===== config.mk =====
export PLATFORM = sky130hd
export DESIGN_NAME = player_action_sequencer
export DESIGN_NICKNAME = d
export VERILOG_FILES = /design/src/rtl/player_action_sequencer.sv
export SDC_FILE = /design/constraint.sdc
export NUM_CORES = 1
export LEC_CHECK = 0
export CORE_AREA = 2 2 253 255
export CTS_BUF_LIST = sky130_fd_sc_hd__clkbuf_16
export CTS_CLUSTER_SIZE = 30
export DETAILED_ROUTE_END_ITERATION = 10
export DIE_AREA = 0 0 255 257
export SYNTH_ARGS = -nofsm -noshare
export SYNTH_HDL_FRONTEND = slang
export SYNTH_SLANG_ARGS = --single-unit

===== constraint.sdc =====
create_clock -name clk -period 2 [get_ports clk]
set_input_delay 0.3 -clock clk [delete_from_list [all_inputs] [get_ports clk]]
set_output_delay 0.3 -clock clk [all_outputs]
set_load 0.01 [all_outputs]

===== src/rtl/player_action_sequencer.sv =====
// Sequences one player action: collects input beats, reads the player record, issues the datapath
// command and optionally writes the record back. D fields sit at the LSBs; Action 0..4 = Login, Level_Up, Battle, Use_Skill, Check_Inactive.
module player_action_sequencer #(
  parameter int unsigned       ADDR_W    = 17,
  parameter int unsigned       DATA_W    = 96,
  parameter logic [ADDR_W-1:0] BASE_ADDR = 17'h10000
) (
  input  logic              clk,
  input  logic              rst,
  input  logic              sel_action_valid,
  input  logic              type_valid,
  input  logic              mode_valid,
  input  logic              date_valid,
  input  logic              player_no_valid,
  input  logic              attr_valid,
  input  logic [143:0]      D,
  output logic              ar_valid,
  output logic [ADDR_W-1:0] ar_addr,
  input  logic              ar_ready,
  input  logic              r_valid,
  input  logic [DATA_W-1:0] r_data,
  output logic              r_ready,
  output logic              wr_valid,
  output logic [ADDR_W-1:0] wr_addr,
  output logic [DATA_W-1:0] wr_data,
  input  logic              wr_ready,
  input  logic              b_valid,
  output logic              cmd_valid,
  output logic [2:0]        cmd_act,
  output logic [1:0]        cmd_type,
  output logic [1:0]        cmd_mode,
  output logic [8:0]        cmd_date,
  output logic [63:0]       cmd_attr,
  output logic [88:0]       cmd_info,
  input  logic              dp_done,
  input  logic [88:0]       dp_info,
  input  logic [2:0]        dp_warn,
  input  logic              dp_wb,
  output logic              out_valid,
  output logic [2:0]        warn_msg,
  output logic              complete
);

  typedef enum logic [3:0] {
    S_IDLE, S_COLLECT, S_RD_ADDR, S_RD_DATA, S_EXEC, S_WAIT_DP, S_WR_REQ, S_WR_RESP, S_DONE
  } state_e;

  typedef enum logic [2:0] {E_TYPE, E_MODE, E_DATE, E_PNO, E_ATTR} beat_e;

  localparam logic [2:0] ACT_LEVEL_UP  = 3'd1;
  localparam logic [2:0] ACT_BATTLE    = 3'd2;
  localparam logic [2:0] ACT_USE_SKILL = 3'd3;

  state_e            state_q, state_d;
  beat_e             exp_q, exp_d;
  logic [2:0]        attr_cnt_q, attr_cnt_d;
  logic [2:0]        act_q, act_d;
  logic [1:0]        type_q, type_d;
  logic [1:0]        mode_q, mode_d;
  logic [8:0]        date_q, date_d;
  logic [7:0]        pno_q, pno_d;
  logic [15:0]       attr_q [4];
  logic [15:0]       attr_d [4];
  logic [88:0]       info_q, info_d;
  logic [88:0]       wb_info_q, wb_info_d;
  logic [2:0]        warn_q, warn_d;
  logic [2:0]        n_attr;
  logic [ADDR_W-1:0] rec_addr;
  logic              unused_ok;

  assign unused_ok = ^{D[143:16], r_data[DATA_W-1:89]};
  assign n_attr    = (act_q == ACT_BATTLE) ? 3'd3 : (act_q == ACT_USE_SKILL) ? 3'd4 : 3'd0;
  assign rec_addr  = BASE_ADDR + ADDR_W'({pno_q, 4'b0000});

  always_ff @(posedge clk) begin
    if (rst) begin
      state_q    <= S_IDLE;
      exp_q      <= E_DATE;
      attr_cnt_q <= '0;
      act_q      <= '0;
      type_q     <= '0;
      mode_q     <= '0;
      date_q     <= '0;
      pno_q      <= '0;
      attr_q     <= '{default: '0};
      info_q     <= '0;
      wb_info_q  <= '0;
      warn_q     <= '0;
    end else begin
      state_q    <= state_d;
      exp_q      <= exp_d;
      attr_cnt_q <= attr_cnt_d;
      act_q      <= act_d;
      type_q     <= type_d;
      mode_q     <= mode_d;
      date_q     <= date_d;
      pno_q      <= pno_d;
      attr_q     <= attr_d;
      info_q     <= info_d;
      wb_info_q  <= wb_info_d;
      warn_q     <= warn_d;
    end
  end

  always_comb begin
    state_d    = state_q;
    exp_d      = exp_q;
    attr_cnt_d = attr_cnt_q;
    act_d      = act_q;
    type_d     = type_q;
    mode_d     = mode_q;
    date_d     = date_q;
    pno_d      = pno_q;
    attr_d     = attr_q;
    info_d     = info_q;
    wb_info_d  = wb_info_q;
    warn_d     = warn_q;
    unique case (state_q)
      S_IDLE: begin
        // A new action clears every field so unused beats read back as zero.
        if (sel_action_valid) begin
          act_d      = D[2:0];
          type_d     = '0;
          mode_d     = '0;
          date_d     = '0;
          pno_d      = '0;
          attr_d     = '{default: '0};
          attr_cnt_d = '0;
          exp_d      = (D[2:0] == ACT_LEVEL_UP) ? E_TYPE : E_DATE;
          state_d    = S_COLLECT;
        end
      end
      S_COLLECT: begin
        unique case (exp_q)
          E_TYPE: if (type_valid) begin
            type_d = D[1:0];
            exp_d  = E_MODE;
          end
          E_MODE: if (mode_valid) begin
            mode_d = D[1:0];
            exp_d  = E_DATE;
          end
          E_DATE: if (date_valid) begin
            date_d = D[8:0];
            exp_d  = E_PNO;
          end
          E_PNO: if (player_no_valid) begin
            pno_d = D[7:0];
            if (n_attr == 3'd0) state_d = S_RD_ADDR;
            else                exp_d   = E_ATTR;
          end
          E_ATTR: if (attr_valid) begin
            attr_d[attr_cnt_q[1:0]] = D[15:0];
            attr_cnt_d              = attr_cnt_q + 3'd1;
            if (attr_cnt_q + 3'd1 == n_attr) state_d = S_RD_ADDR;
          end
          default: ;
        endcase
      end
      S_RD_ADDR: if (ar_ready) state_d = S_RD_DATA;
      S_RD_DATA: if (r_valid) begin
        info_d  = r_data[88:0];
        state_d = S_EXEC;
      end
      S_EXEC: state_d = S_WAIT_DP;
      S_WAIT_DP: if (dp_done) begin
        warn_d    = dp_warn;
        wb_info_d = dp_info;
        state_d   = (dp_wb && dp_warn == 3'd0) ? S_WR_REQ : S_DONE;
      end
      // A response arriving with the write acceptance skips the response wait.
      S_WR_REQ:  if (wr_ready) state_d = b_valid ? S_DONE : S_WR_RESP;
      S_WR_RESP: if (b_valid) state_d = S_DONE;
      S_DONE:    state_d = S_IDLE;
      default:   state_d = S_IDLE;
    endcase
  end

  always_comb begin
    ar_valid  = 1'b0;
    ar_addr   = '0;
    r_ready   = 1'b0;
    wr_valid  = 1'b0;
    wr_addr   = '0;
    wr_data   = '0;
    cmd_valid = 1'b0;
    out_valid = 1'b0;
    warn_msg  = '0;
    complete  = 1'b0;
    unique case (state_q)
      S_RD_ADDR: begin
        ar_valid = 1'b1;
        ar_addr  = rec_addr;
      end
      S_RD_DATA: r_ready = 1'b1;
      S_EXEC:    cmd_valid = 1'b1;
      S_WR_REQ: begin
        wr_valid = 1'b1;
        wr_addr  = rec_addr;
        wr_data  = DATA_W'(wb_info_q);
      end
      S_DONE: begin
        out_valid = 1'b1;
        warn_msg  = warn_q;
        complete  = (warn_q == 3'd0);
      end
      default: ;
    endcase
  end

  assign cmd_act  = act_q;
  assign cmd_type = type_q;
  assign cmd_mode = mode_q;
  assign cmd_date = date_q;
  assign cmd_info = info_q;

  for (genvar gi = 0; gi < 4; gi++) begin : g_attr
    assign cmd_attr[16*gi +: 16] = attr_q[gi];
  end

endmodule


==> results.toml, run 1 <==
[timing]
relSlewSlack_pct = 61.5
slew_viol_final = 0
tns_ns = -22.83
fin_skew_ns = 0.0123
timing.hold.ws_ns = 0.229
period_needed_ns = 2.23
worst_slack_ns = -0.231
hold_viol_final = 0
period_share_pct = 112
worst_pin_slew_ns = 0.576
rsz0062_at_grt = "true"
timing.fmax_mhz = 448
setup_viol = 188

[route]
drtPass1Iterations = 5
wl_mm = 50.6
routed_via_density = 4.35
ant_nets = 0
vias = 12288
routedWlPerCell_um = 17.9
first_iter_violations = 791
drc = 0

[final_layout]
area_delta_synth_final_pct = 90.2
layout.nets = 2301
layout-drive-gt1-share_pct = 28.0
final_area_um2 = 21000
num-fill-cells = 6370

[floorplanning]
die_x_um = 255
core_um2 = 62700
num_io_pins = 654
fp.dieH_um = 257
num_rows = 92
die_area_um2 = 65500
start_util_pct = 17.6

[cts]
cts_sinks = 279
cts_tree = "built"
htreeDepth = 2
cts_made_buffers = 36
clkSlewWorstSetupHoldPaths_ns = 0.05
cts_max_path_buffers = 3
cts_root_buf = "clkbuf_16"
worstSkewPairLatency_ns = 0.54

[yosys]
synthCells = 1392
synth_cell_type_count = 51
synth_area_um2 = 11000
ys_top_cells_by_area = "dfxtp_1 51%, nand2_1 13%, a21oi_1 9.3%, and3_1 5.6%, a22oi_1 4.4%"
yosys_warnings = 0
synth.area.mux_share_pct = 1.09
synthTopCellsByCount = "377 x nand2_1, 279 x dfxtp_1, 206 x a21oi_1"
yosysTopAreaCell = "dfxtp_1"
synth_edf_count = 0
synth-simple-area-share_pct = 25.9
synth_ff_type = "dfxtp_1"
synth_async_sr_flop_share_pct = 0
syn-mean-instance-area_um2 = 7.94
post-synth-top-count-cell = "nand2_1"
seq_area_frac_synth_pct = 50.6
synth_top_family_by_area = "simple AND/OR/NAND/NOR gates"
synth_top_cell_area_share_pct = 50.6
synthXorXnorAreaFrac_pct = 0.238
synth_compound_area_share_pct = 15.5
synthAdderAreaFrac_pct = 0.453
ys_ff_latch = 279

[global_routing]
grt_usage_pct = 14.0
grt-ovfl-total = 0
grt_max_degree = 93
grt_pass1_vias = 11737
grt_antenna_before_repair = 8
grt_pass1_wl_mm = 70.5

[setup_path]
crit_chain = "buf_6 > nor2b_4 > buf_12 > buf_12 > clkbuf_16 > and3_4 > buf_6"
path_class = "reg2out"
reg2reg_slack_ns = -0.18
start_kind = "flip-flop"
worstPathRequired_ns = 1.70
startpoint = "state_q[3]"
cp_slowest_cell = "dfxtp_4"
worstPathMaxFanout = 6
cpPeakStageDelay_ns = 0.35
end_kind = "output port"
cp.arrival_ns = 1.93
r2r_start = "state_q[1]"

[placement]
place.gp.congestion = 0.842
dpl.hpwl_mm = 32.2
port-buffer-count = 495
place_area_um2 = 17500

[hold_path]
worstHoldStart = "rst"
worstHoldPathType = "in2reg"

[pwr]
power_mw = 17.2
power.density_nw_per_um2 = 819
p_leak_nw = 7.62
peakVddDrop_mv = 0.588

[status]
outcome = "finished, violations left"
violations = "negative setup slack"

[job]
max_cap_viol_count = 0
[cell families after synthesis]
kind of cell               count (synthesis)
xor gates and xnor gates                   3
and+or+nand+nor                          647
AOI/OAI and AO/OA                        297
DFF                                      279
buffers and inverters                    149
muxes                                     12
other                                      1
adders and majority gates                  4
[final cells by class]
type                       count  area, µm²  area share, %
antenna                        2       5.00         0.0238
clock buffer                  37        926           4.41
clock inverter                27        238           1.13
inverter                       8       30.0          0.143
multi-input combinational    986       6040           28.7
sequential                   279       5600           26.6
tap                          846       1060           5.04
timing repair buffer         640       7110           33.9
[routing by layer]
layer	GRT usage, %	share of wire [%]	vias to the layer above
met4	6.22	3.7	10
met1	16.9	40	5891
met2	22.3	47	523
met3	4.85	8.8	114
li1	-	-	5750
met5	0	0.14	-
[through the flow]
stage          utilization, %  setup WS [ns]  cells
2_1_floorplan               -        -0.0962   1414
3_3_place_gp             27.8         -0.178   2694
3_5_place_dp             27.8         -0.197   2694
4_1_cts                  31.4         -0.247   2799
5_1_grt                  33.5         -0.293   2823
6_report                 33.5         -0.231   2825
[placed cells by master, fill, tap and decap left out, types with 3 or more instances in the layout]
master / count
and3_4: 70
buf_2: 21
nand3_1: 5
buf_6: 110
dfxtp_1: 275
nor2_1: 108
inv_6: 4
buf_8: 7
ha_1: 4
dfxtp_4: 3
nor3_4: 3
nand2_1: 367
buf_4: 60
o21ai_4: 4
inv_1: 14
nand2b_4: 3
clkinv_1: 7
nand2_4: 3
buf_16: 12
o21ai_0: 4
and3_1: 29
a21oi_1: 155
clkinv_2: 5
nor3b_1: 3
mux2i_1: 12
nor2b_1: 5
buf_12: 33
bufinv_16: 4
nand2_2: 7
a22oi_2: 64
a21oi_2: 52
conb_1: 23
and2_1: 7
and2_4: 11
clkdlybuf4s50_1: 377
clkbuf_16: 53
[path summary, 6_finish.rpt]
path | end | cells after the start
setup / recovery | wr_data[45] | 7
hold / removal | cmd_type[1] | 2
setup reg to reg | cmd_attr[42] | 10
hold reg to reg | wb_info_q[69] | 2
[critical path, delay by kind of cell, from the launching register on]
family | cells | cell delay, ns
buffers and inverters | 5 | 0.69
AND/OR/NAND/NOR | 2 | 0.34
flip-flops | 1 | 0.35
[flip-flops by register name (all words and copies together), names as in the netlist]
name / count
cmd_info: 89
wb_info_q: 89
cmd_attr: 64
cmd_date: 9
pno_q: 8
state_q: 4
attr_cnt_q: 3
cmd_act: 3
exp_q: 3
warn_q: 3
cmd_mode: 2
cmd_type: 2
[power by group]
part           internal, mW  total [mW]  leakage (nW)  switching (mW)
logic                  2.43        4.82          4.78            2.39
registers              5.77        5.94          2.25           0.172
clock network          3.88        6.44         0.597            2.56
[timing repair]
item                       4_1_cts  5_1_grt
pin swaps                       85       78
setup endpoints to repair      201      217
resized for setup              668      215
hold buffers                     0        0
cloned                          16       13
setup buffers                   27       16
Power figures use the tool's default switching activity.
==> run 2: changes to the inputs <==
--- a/config.mk
+++ b/config.mk
@@ -10,6 +10,7 @@
 export CTS_CLUSTER_SIZE = 30
 export DETAILED_ROUTE_END_ITERATION = 10
 export DIE_AREA = 0 0 255 257
+export HOLD_SLACK_MARGIN = 0.15
 export SYNTH_ARGS = -nofsm -noshare
 export SYNTH_HDL_FRONTEND = slang
 export SYNTH_SLANG_ARGS = --single-unit
==> results of run 2 <==
No change in the layout: final DEF, timing and power equal those of run 1.
